--- src/rtl/gestion_verin_multi.sv ---
// Multi-channel actuator (verin) controller: per-channel PWM with soft-start ramp,
// direction output, left/right end-stop blocking and a latched end-stop interrupt.
module gestion_verin_multi #(
  parameter int NB_CH   = 2,
  parameter int PWM_W   = 16,
  parameter int ANGLE_W = 12,
  parameter int ADDR_W  = 6
) (
  input  logic                     clk,
  input  logic                     raz_n,
  input  logic                     chip_select,
  input  logic                     write_n,
  input  logic [ADDR_W-1:0]        address,
  input  logic [31:0]              write_data,
  output logic [31:0]              read_data,
  input  logic [NB_CH*ANGLE_W-1:0] angle,
  output logic [NB_CH-1:0]         pwm,
  output logic [NB_CH-1:0]         sens,
  output logic [2*NB_CH-1:0]       fin_butee,
  output logic                     irq
);

  localparam int CH_W = ADDR_W - 3;
  localparam logic [2:0] REG_FREQ    = 3'd0;
  localparam logic [2:0] REG_DUTY    = 3'd1;
  localparam logic [2:0] REG_CTRL    = 3'd2;
  localparam logic [2:0] REG_BUTEE_G = 3'd3;
  localparam logic [2:0] REG_BUTEE_D = 3'd4;
  localparam logic [2:0] REG_STATUS  = 3'd5;

  logic [CH_W-1:0] ch_idx_s;
  logic [2:0]      reg_sel_s;
  logic            wr_s;
  logic            rd_s;
  logic [31:0]     rd_word_s [2**CH_W];
  logic [NB_CH-1:0] flag_s;
  logic [31:0]     read_data_r;
  logic            irq_r;
  logic            unused_wd_s;

  assign ch_idx_s    = address[ADDR_W-1:3];
  assign reg_sel_s   = address[2:0];
  assign wr_s        = chip_select & ~write_n;
  assign rd_s        = chip_select & write_n;
  assign unused_wd_s = ^write_data;

  for (genvar k = 0; k < 2**CH_W; k++) begin : g_ch
    if (k < NB_CH) begin : g_real
      logic [PWM_W-1:0]   freq_r, duty_r, cnt_r, duty_eff_r, step_s, duty_nx_s;
      logic               en_r, sens_r, ramp_en_r, irq_en_r;
      logic [7:0]         ramp_step_r;
      logic [ANGLE_W-1:0] butee_g_r, butee_d_r, angle_q_r;
      logic               fin_g_r, fin_d_r, flag_r, pwm_r;
      logic               wr_ch_s, sens_chg_s, clr_s, fin_g_nx_s, fin_d_nx_s;
      logic               set_s, blocked_s, wrap_s;

      assign wr_ch_s    = wr_s && (ch_idx_s == CH_W'(k));
      assign sens_chg_s = wr_ch_s && (reg_sel_s == REG_CTRL) && (write_data[1] != sens_r);
      assign clr_s      = wr_ch_s && (reg_sel_s == REG_STATUS) && write_data[2];
      assign fin_g_nx_s = (angle_q_r <= butee_g_r);
      assign fin_d_nx_s = (angle_q_r >= butee_d_r);
      assign set_s      = irq_en_r && ((fin_g_nx_s && !fin_g_r) || (fin_d_nx_s && !fin_d_r));
      assign blocked_s  = sens_r ? fin_d_r : fin_g_r;
      assign wrap_s     = (cnt_r >= (freq_r - PWM_W'(1'b1)));
      assign step_s     = (ramp_step_r == 8'd0) ? PWM_W'(1'b1) : PWM_W'(ramp_step_r);

      // Bus-writable configuration registers
      always_ff @(posedge clk or negedge raz_n) begin
        if (!raz_n) begin
          freq_r      <= '0;
          duty_r      <= '0;
          en_r        <= 1'b0;
          sens_r      <= 1'b0;
          ramp_en_r   <= 1'b0;
          irq_en_r    <= 1'b0;
          ramp_step_r <= 8'd0;
          butee_g_r   <= '0;
          butee_d_r   <= {ANGLE_W{1'b1}};
        end else if (wr_ch_s) begin
          case (reg_sel_s)
            REG_FREQ:    freq_r <= write_data[PWM_W-1:0];
            REG_DUTY:    duty_r <= write_data[PWM_W-1:0];
            REG_CTRL: begin
              en_r        <= write_data[0];
              sens_r      <= write_data[1];
              ramp_en_r   <= write_data[2];
              irq_en_r    <= write_data[3];
              ramp_step_r <= write_data[15:8];
            end
            REG_BUTEE_G: butee_g_r <= write_data[ANGLE_W-1:0];
            REG_BUTEE_D: butee_d_r <= write_data[ANGLE_W-1:0];
            default:     ;
          endcase
        end
      end

      // Next effective duty at a period boundary: direct or saturating ramp
      always_comb begin
        duty_nx_s = duty_r;
        if (!ramp_en_r) begin
          duty_nx_s = duty_r;
        end else if (duty_r > duty_eff_r) begin
          duty_nx_s = ((duty_r - duty_eff_r) <= step_s) ? duty_r : (duty_eff_r + step_s);
        end else begin
          duty_nx_s = ((duty_eff_r - duty_r) <= step_s) ? duty_r : (duty_eff_r - step_s);
        end
      end

      // PWM counter, glitch-free duty update and registered pwm pin
      always_ff @(posedge clk or negedge raz_n) begin
        if (!raz_n) begin
          cnt_r      <= '0;
          duty_eff_r <= '0;
          pwm_r      <= 1'b0;
        end else begin
          if (sens_chg_s) begin
            cnt_r      <= '0;
            duty_eff_r <= '0;
          end else if (!en_r || (freq_r == '0)) begin
            cnt_r      <= '0;
            duty_eff_r <= '0;
          end else if (wrap_s) begin
            cnt_r      <= '0;
            duty_eff_r <= duty_nx_s;
          end else begin
            cnt_r <= cnt_r + PWM_W'(1'b1);
          end
          pwm_r <= en_r && (cnt_r < duty_eff_r) && !blocked_s;
        end
      end

      // Angle sampling, end-stop detection and latched interrupt flag (set wins)
      always_ff @(posedge clk or negedge raz_n) begin
        if (!raz_n) begin
          angle_q_r <= '0;
          fin_g_r   <= 1'b0;
          fin_d_r   <= 1'b0;
          flag_r    <= 1'b0;
        end else begin
          angle_q_r <= angle[k*ANGLE_W +: ANGLE_W];
          fin_g_r   <= fin_g_nx_s;
          fin_d_r   <= fin_d_nx_s;
          if (set_s) begin
            flag_r <= 1'b1;
          end else if (clr_s) begin
            flag_r <= 1'b0;
          end
        end
      end

      // Read-back word for this channel
      always_comb begin
        case (reg_sel_s)
          REG_FREQ:    rd_word_s[k] = 32'(freq_r);
          REG_DUTY:    rd_word_s[k] = 32'(duty_r);
          REG_CTRL:    rd_word_s[k] = {16'd0, ramp_step_r, 4'd0, irq_en_r, ramp_en_r, sens_r, en_r};
          REG_BUTEE_G: rd_word_s[k] = 32'(butee_g_r);
          REG_BUTEE_D: rd_word_s[k] = 32'(butee_d_r);
          REG_STATUS:  rd_word_s[k] = {16'(duty_eff_r), 13'd0, flag_r, fin_d_r, fin_g_r};
          default:     rd_word_s[k] = 32'd0;
        endcase
      end

      assign pwm[k]           = pwm_r;
      assign sens[k]          = sens_r;
      assign fin_butee[2*k+:2] = {fin_d_r, fin_g_r};
      assign flag_s[k]        = flag_r;
    end else begin : g_absent
      assign rd_word_s[k] = 32'd0;
    end
  end

  // Registered bus read data and interrupt line
  always_ff @(posedge clk or negedge raz_n) begin
    if (!raz_n) begin
      read_data_r <= 32'd0;
      irq_r       <= 1'b0;
    end else begin
      if (rd_s) begin
        read_data_r <= rd_word_s[ch_idx_s];
      end
      irq_r <= |flag_s;
    end
  end

  assign read_data = read_data_r;
  assign irq       = irq_r;

endmodule

--- config.mk ---
export PLATFORM = sky130hd
export DESIGN_NAME = gestion_verin_multi
export DESIGN_NICKNAME = d
export VERILOG_FILES = /design/src/rtl/gestion_verin_multi.sv
export SDC_FILE = /design/constraint.sdc
export NUM_CORES = 1
export LEC_CHECK = 0
export ABC_AREA = 0
export BUFFER_PORTS_ARGS = -buffer_cell sky130_fd_sc_hd__buf_2
export CAP_MARGIN = 20
export CORE_MARGIN = 2
export CORE_UTILIZATION = 55
export CTS_BUF_LIST = sky130_fd_sc_hd__clkbuf_2
export CTS_CLUSTER_DIAMETER = 80
export CTS_CLUSTER_SIZE = 12
export DETAILED_ROUTE_END_ITERATION = 16
export GPL_TIMING_DRIVEN = 0
export HOLD_SLACK_MARGIN = 0.03
export PLACE_DENSITY = 0.74
export SLEW_MARGIN = 20
export SYNTH_ARGS = -nofsm -noshare
export SYNTH_HDL_FRONTEND = slang
export SYNTH_SLANG_ARGS = --single-unit
export TNS_END_PERCENT = 20
--- constraint.sdc ---
create_clock -name clk -period 7.8 [get_ports clk]
set_clock_uncertainty 0.1 [all_clocks]
set_input_delay 0.39 -clock clk [delete_from_list [all_inputs] [get_ports clk]]
set_output_delay 0.39 -clock clk [all_outputs]
set_load 0.005 [all_outputs]
-- Word level (Yosys, flattened, before mapping)
Index checks and enable logic that the tools add are counted.
- div/mod/pow operators: 0
- $mul: 0
- reductions and logical operators: 53
- shift operators: 0
- add/sub/neg operators: 12
- equality and inequality tests: 8
- $lt $le $gt $ge: 15
- muxes and demuxes: 33
- bitwise gates (word level): 4
- operators by type and width (operator ; number):
    case mux 32 bit (6 select lines) ; 2
    two-way mux 16 bit ; 20
    binary-select mux 32 bit (select 3 bit) ; 1
    less-or-equal comparator 16 x 8 -> 1 bit ; 4
    two-way mux 32 bit ; 2
    subtractor 16 bit ; 4
    adder 16 x 1 -> 16 bit (second input constant) ; 2
    adder 16 x 8 -> 16 bit ; 2
    greater-or-equal comparator 16 bit ; 2
    > comparator 16 bit ; 2
    zero test 16 bit ; 2
    < comparator 16 bit ; 2
    subtractor 16 x 1 -> 16 bit (second input constant) ; 2
    subtractor 16 x 8 -> 16 bit ; 2
    greater-or-equal comparator 12 bit ; 2
    less-or-equal comparator 12 bit ; 2
    logical AND 1 bit ; 20
    AND reduction 2 bit ; 10
    zero test 8 bit ; 2
    two-way mux 8 bit ; 2
    zero test 1 bit ; 8
    == test 3 x 1 -> 1 bit (second input constant) ; 2
    == test 3 x 2 -> 1 bit (second input constant) ; 2
    == test 3 bit (second input constant) ; 2
    other kinds (11) ; 24
- ROM bits: 0
- memory bits (writable): 0
- output and inout port bits: 41
- bits of input ports: 66
- logic and storage cells: 159
- register bits after elaboration: 265
- memories kept: 0
- bits in latches: 0

-- Longest topological paths before layout
- word-level depth: 9
- gate-level depth with buffers: 20
- mapped depth without buffers: 19

-- Worst setup path before layout
Ideal clock, no wire load.
- kind: register to register
- start point: register g_ch[0].g_real.duty_r[1]
- end point: register g_ch[0].g_real.duty_eff_r[2]
- clock period less this slack: 4238 ps
- setup slack: 3562 ps
- buffers on the path: 1
- library setup time: 124 ps
- cell stages (with the launch flop): 20
- required time: 7576 ps
- data arrival time: 4014 ps
- cells stage by stage: dfrtp_1 > inv_1 > ha_1 > nor2b_1 > o31a_1 > o21ai_0 > nand2b_1 > a31oi_1 > xnor2_1 > ha_1 > a21oi_1 > o21ai_0 > a211oi_1 > o221ai_1 > or4_4 > o21ai_4 > buf_6 > nor4_1 > a211o_1 > a211o_1
- word-level cells in the longest chain between the ends: 8
- elaborated cells on any way between the ends: 12
- those cells by class: add/sub: 2; order compare: 3; mux: 7
- ends and longest elaborated chain (element ; line ; source):
    from (decl) ; 49 ; logic [PWM_W-1:0] freq_r, duty_r, cnt_r, duty_eff_r, step_s, duty_nx_s;
    from (signal assigned) ; 82 ; REG_DUTY: duty_r <= write_data[PWM_W-1:0];
    subtractor 16 bit, on equally long branches ; 105, 103 ;
    less-or-equal comparator 16 x 8 -> 1 bit, on equally long branches ; 105, 103 ;
    two-way mux 16 bit, on equally long branches ; 105, 103 ;
    two-way mux 16 bit * ; 102 ; end else if (duty_r > duty_eff_r) begin
    two-way mux 16 bit * ; 100 ; if (!ramp_en_r) begin
    two-way mux 16 bit * ; 122 ; end else if (wrap_s) begin
    two-way mux 16 bit * ; 119 ; end else if (!en_r || (freq_r == '0)) begin
    two-way mux 16 bit * ; 116 ; if (sens_chg_s) begin
    to (signal assigned) ; 124 ; duty_eff_r <= duty_nx_s;
    to (decl) ; 49 ;
Every way passes the cells marked *; elsewhere a longest branch is shown, timed or not. The select of a mux whose other input is x is not followed.
A chain may end at the register's enable or synchronous reset.

-- Worst setup path after layout
- start point: register g_ch[0].g_real.duty_r[1]
- end point: register g_ch[0].g_real.duty_eff_r[4]
The elaborated chain is that of the path after synthesis.

==> results.toml <==
[clocking]
clock_sinks = 265
cts_htree_levels = 1
cts.clk_slew.worst_paths_ps = 210
cts_tree = "done"
clk_latency_ps = 1100
ctsLongestPathBuffers = 3
cts_root_buf = "clkbuf_2"
cts_resized = 0
cts_made_buffers = 29

[critical_path]
critPathMaxFanout = 8
worst-path-buf-inv = 1
cp_num_cells = 18
cpMaxStageDelayCell = "dfrtp_1"
crit_path_end_kind = "register"
crit_type = "reg -> reg"
crit_arrival_ps = 6470
worstSetupStartpoint = "g_ch[0].g_real.duty_r[1]$_DFFE_PN0P_"
cpPeakStageDelay_ps = 540
reg2reg_from = "g_ch[0].g_real.duty_r[1]$_DFFE_PN0P_"
start_kind = "register"
critical-path-top-delay-family = "compound AO/OA/AOI/OAI gates"
r2r_slack_ps = 2140
r2r_cells = 18
required_ps = 8610
path_cells = "inv_1 -> ha_1 -> nor2b_1 -> o31a_1 -> o21ai_0 -> nand2b_1 -> a31oi_1 -> xnor2_1 -> ha_1 -> a21oi_1 -> o21ai_0 -> a211oi_1 -> o221ai_1 -> or4_4 -> o2bb2ai_2 -> nor2_1 -> o32a_1 -> o21ai_1"
crit_end = "g_ch[0].g_real.duty_eff_r[4]$_DFFE_PN0P_"
worst_r2r_endpoint = "g_ch[0].g_real.duty_eff_r[4]$_DFFE_PN0P_"

[yosys]
yosysTopAreaCellShare = 0.288
syn_inst = 2329
yosysTopAreaCell = "dfrtp_1"
ys_seq_area_frac = 0.318
synthTopCellsByArea = "dfrtp_1, ha_1, mux2_2, o21ai_0, xnor2_1"
dominantRegCellSynth = "dfrtp_1"
async_reset_ff_frac = 1.00
synth_area_per_cell_sq_um = 9.00
synth.distinct_cells = 87
synth_area_sq_um = 21000
yosysWarnings = 0
syn-num-nets = 2644
synth_edf_count = 0
ys_ff_latch = 265

[layout]
nNetsFinal = 2849
fillCellCount = 3254
multi_input_area_sq_um = 13100
final_area_sq_um = 23300
area_delta_synth_final_pct = 11.1
final_cells = 3069
utilization = 0.620
seq_area_sq_um = 6660
drive_gt1_frac = 0.128

[placed_design]
port_buffers = 84
post-dp-hpwl_microns = 55300
postPlaceCellArea_sq_um = 22100
place_inst = 2927
routabilityCongestion = 1.00

[die]
initial_utilization = 0.558
core_sq_um = 37600
die_w_microns = 199
die-area_sq_um = 39700
io_pins = 107
rows = 71
fp.dieH_microns = 199

[sta]
setup_violations = 0
min_period_ps = 5660
slew_violations = 0
relSlewSlack = 0.342
post-route-period-util = 0.726
rsz0062_at_grt = "no"
tns_ps = 0
finalHoldViolations = 0
max_freq_mhz = 177
tightest_slew_ps = 987

[job]
maxCapViolations = 0

[power_and_ir_drop]
power_density_nw_per_um2 = 243
p_total_mw = 5.65
p_leak_nw = 11.0
ir_worst_vdd_v = 0.000126

[global_routing]
grt_pass1_vias = 19176
antenna_found_initial = 1
grt_overflow = 0
grt_start_max_net_pins = 103
grt_pass1_wl_microns = 111000
grt_usage = 0.367

[worst_hold_path]
hp-class = "in -> reg"

[detailed_routing]
drtPass1Iterations = 7
vias = 19519
ant_nets = 0
drt-initial-drc-count = 1591
avgViaCountPerCell = 6.36
wirelength_microns = 72500
drc = 0
wire_per_inst_microns = 23.6

[status]
outcome = "finished clean"
metal layers:
| layer | up-vias | GRT usage | part of all wire |
|---|---|---|---|
| li1 | 8829 | - | - |
| met1 | 9555 | 0.496 | 0.42 |
| met2 | 948 | 0.593 | 0.45 |
| met3 | 187 | 0.0550 | 0.084 |
| met4 | 0 | 0.141 | 0.041 |
| met5 | - | 0 | 0 |
per-stage QoR:
| stage | hold slack (ps) | setup slack, ps |
|---|---|---|
| detailed placement | 290 | 2470 |
| floorplan | -5.59 | 3560 |
| finish | 124 | 2140 |
| global route | 98.4 | 1990 |
| global placement | 357 | 1510 |
| CTS | 34.9 | 2360 |
worst min-delay path, stage by stage:
cell and delay (ps):
buf_2 140, nand2_1 50, or4_1 250, clkbuf_1 290, o21ai_0 130
Yosys cell counts, types with 53 or more instances:
cell type  count
nand3_1       53
nand2_1      186
nor2_1       143
ha_1         241
clkbuf_1      74
mux2_2        99
inv_1        171
dfrtp_1      241
xnor2_1       84
a21oi_1      124
mux2i_1       53
o21ai_0      165
final cells by class:
class / instances / share of cell area
antenna: 2 / 0.000215
buffer: 116 / 0.0223
clock buffer: 46 / 0.00989
clock inverter: 7 / 0.00247
inverter: 172 / 0.0277
multi-input combinational: 1776 / 0.565
sequential: 265 / 0.286
tap: 511 / 0.0275
timing repair buffer: 174 / 0.0592
power breakdown:
part	internal (mW)	leakage (nW)	switching, mW
Combinational	1.23	7.41	1.93
Sequential	1.53	3.32	0.262
Clock	0.166	0.220	0.524
worst min-delay path by stage:
stage | endpoint | cells past startpoint | slack (ps) | from
floorplan | g_ch[0].g_real.angle_q_r[0]$_DFF_PN0_ | 0 | -6 | raz_n
global placement | read_data[6]$_DFFE_PN0P_ | 2 | 360 | read_data[6]$_DFFE_PN0P_
detailed placement | g_ch[1].g_real.angle_q_r[8]$_DFF_PN0_ | 1 | 290 | raz_n
CTS | read_data[21]$_DFFE_PN0P_ | 5 | 30 | address[2]
global route | read_data[19]$_DFFE_PN0P_ | 5 | 100 | address[2]
finish | read_data[21]$_DFFE_PN0P_ | 5 | 120 | address[2]
logic make-up after synthesis:
logic type      count (synthesis)  synth area share
buf+inv                       288            0.0556
mux                           154            0.0806
fa+ha+maj                     249             0.152
simple gates                  637             0.148
flops                         265             0.318
compound gates                612             0.195
xor+xnor                      124            0.0518
sequential cells by signal, indices dropped and copies added, names as in the netlist:
register,cells
read_data,32
g_ch.g_real.ramp_en_r,2
g_ch.g_real.ramp_step_r,16
irq,1
g_ch.g_real.angle_q_r,24
g_ch.g_real.cnt_r,32
g_ch.g_real.freq_r,32
g_ch.g_real.duty_eff_r,32
g_ch.g_real.butee_d_r,24
g_ch.g_real.sens_r,2
g_ch.g_real.pwm_r,2
g_ch.g_real.butee_g_r,24
g_ch.g_real.fin_d_r,2
g_ch.g_real.en_r,2
g_ch.g_real.flag_r,2
g_ch.g_real.fin_g_r,2
g_ch.g_real.duty_r,32
g_ch.g_real.irq_en_r,2
cell usage in the layout, fill, tap and decap left out, types with 45 or more instances in the layout:
master         netlist  routed
dlygate4sd3_1        0      86
ha_1               241     241
o21ai_0            165     165
mux2i_1             53      53
nor3_1              46      45
xnor2_1             84      84
mux2_2              99      99
a21o_1              46      46
nor2_1             143     143
clkbuf_1            74      74
nand3_1             53      53
nand2_1            186     186
dfrtp_1            241     241
inv_1              171     171
a21oi_1            124     124
clkbuf_2             0      46
buf_2               16     100
what timing repair did:
item,CTS,global route
setup buffers,0,0
hold buffers,87,0
endpoints found under the hold margin,409,0
Power figures use the tool's default switching activity.
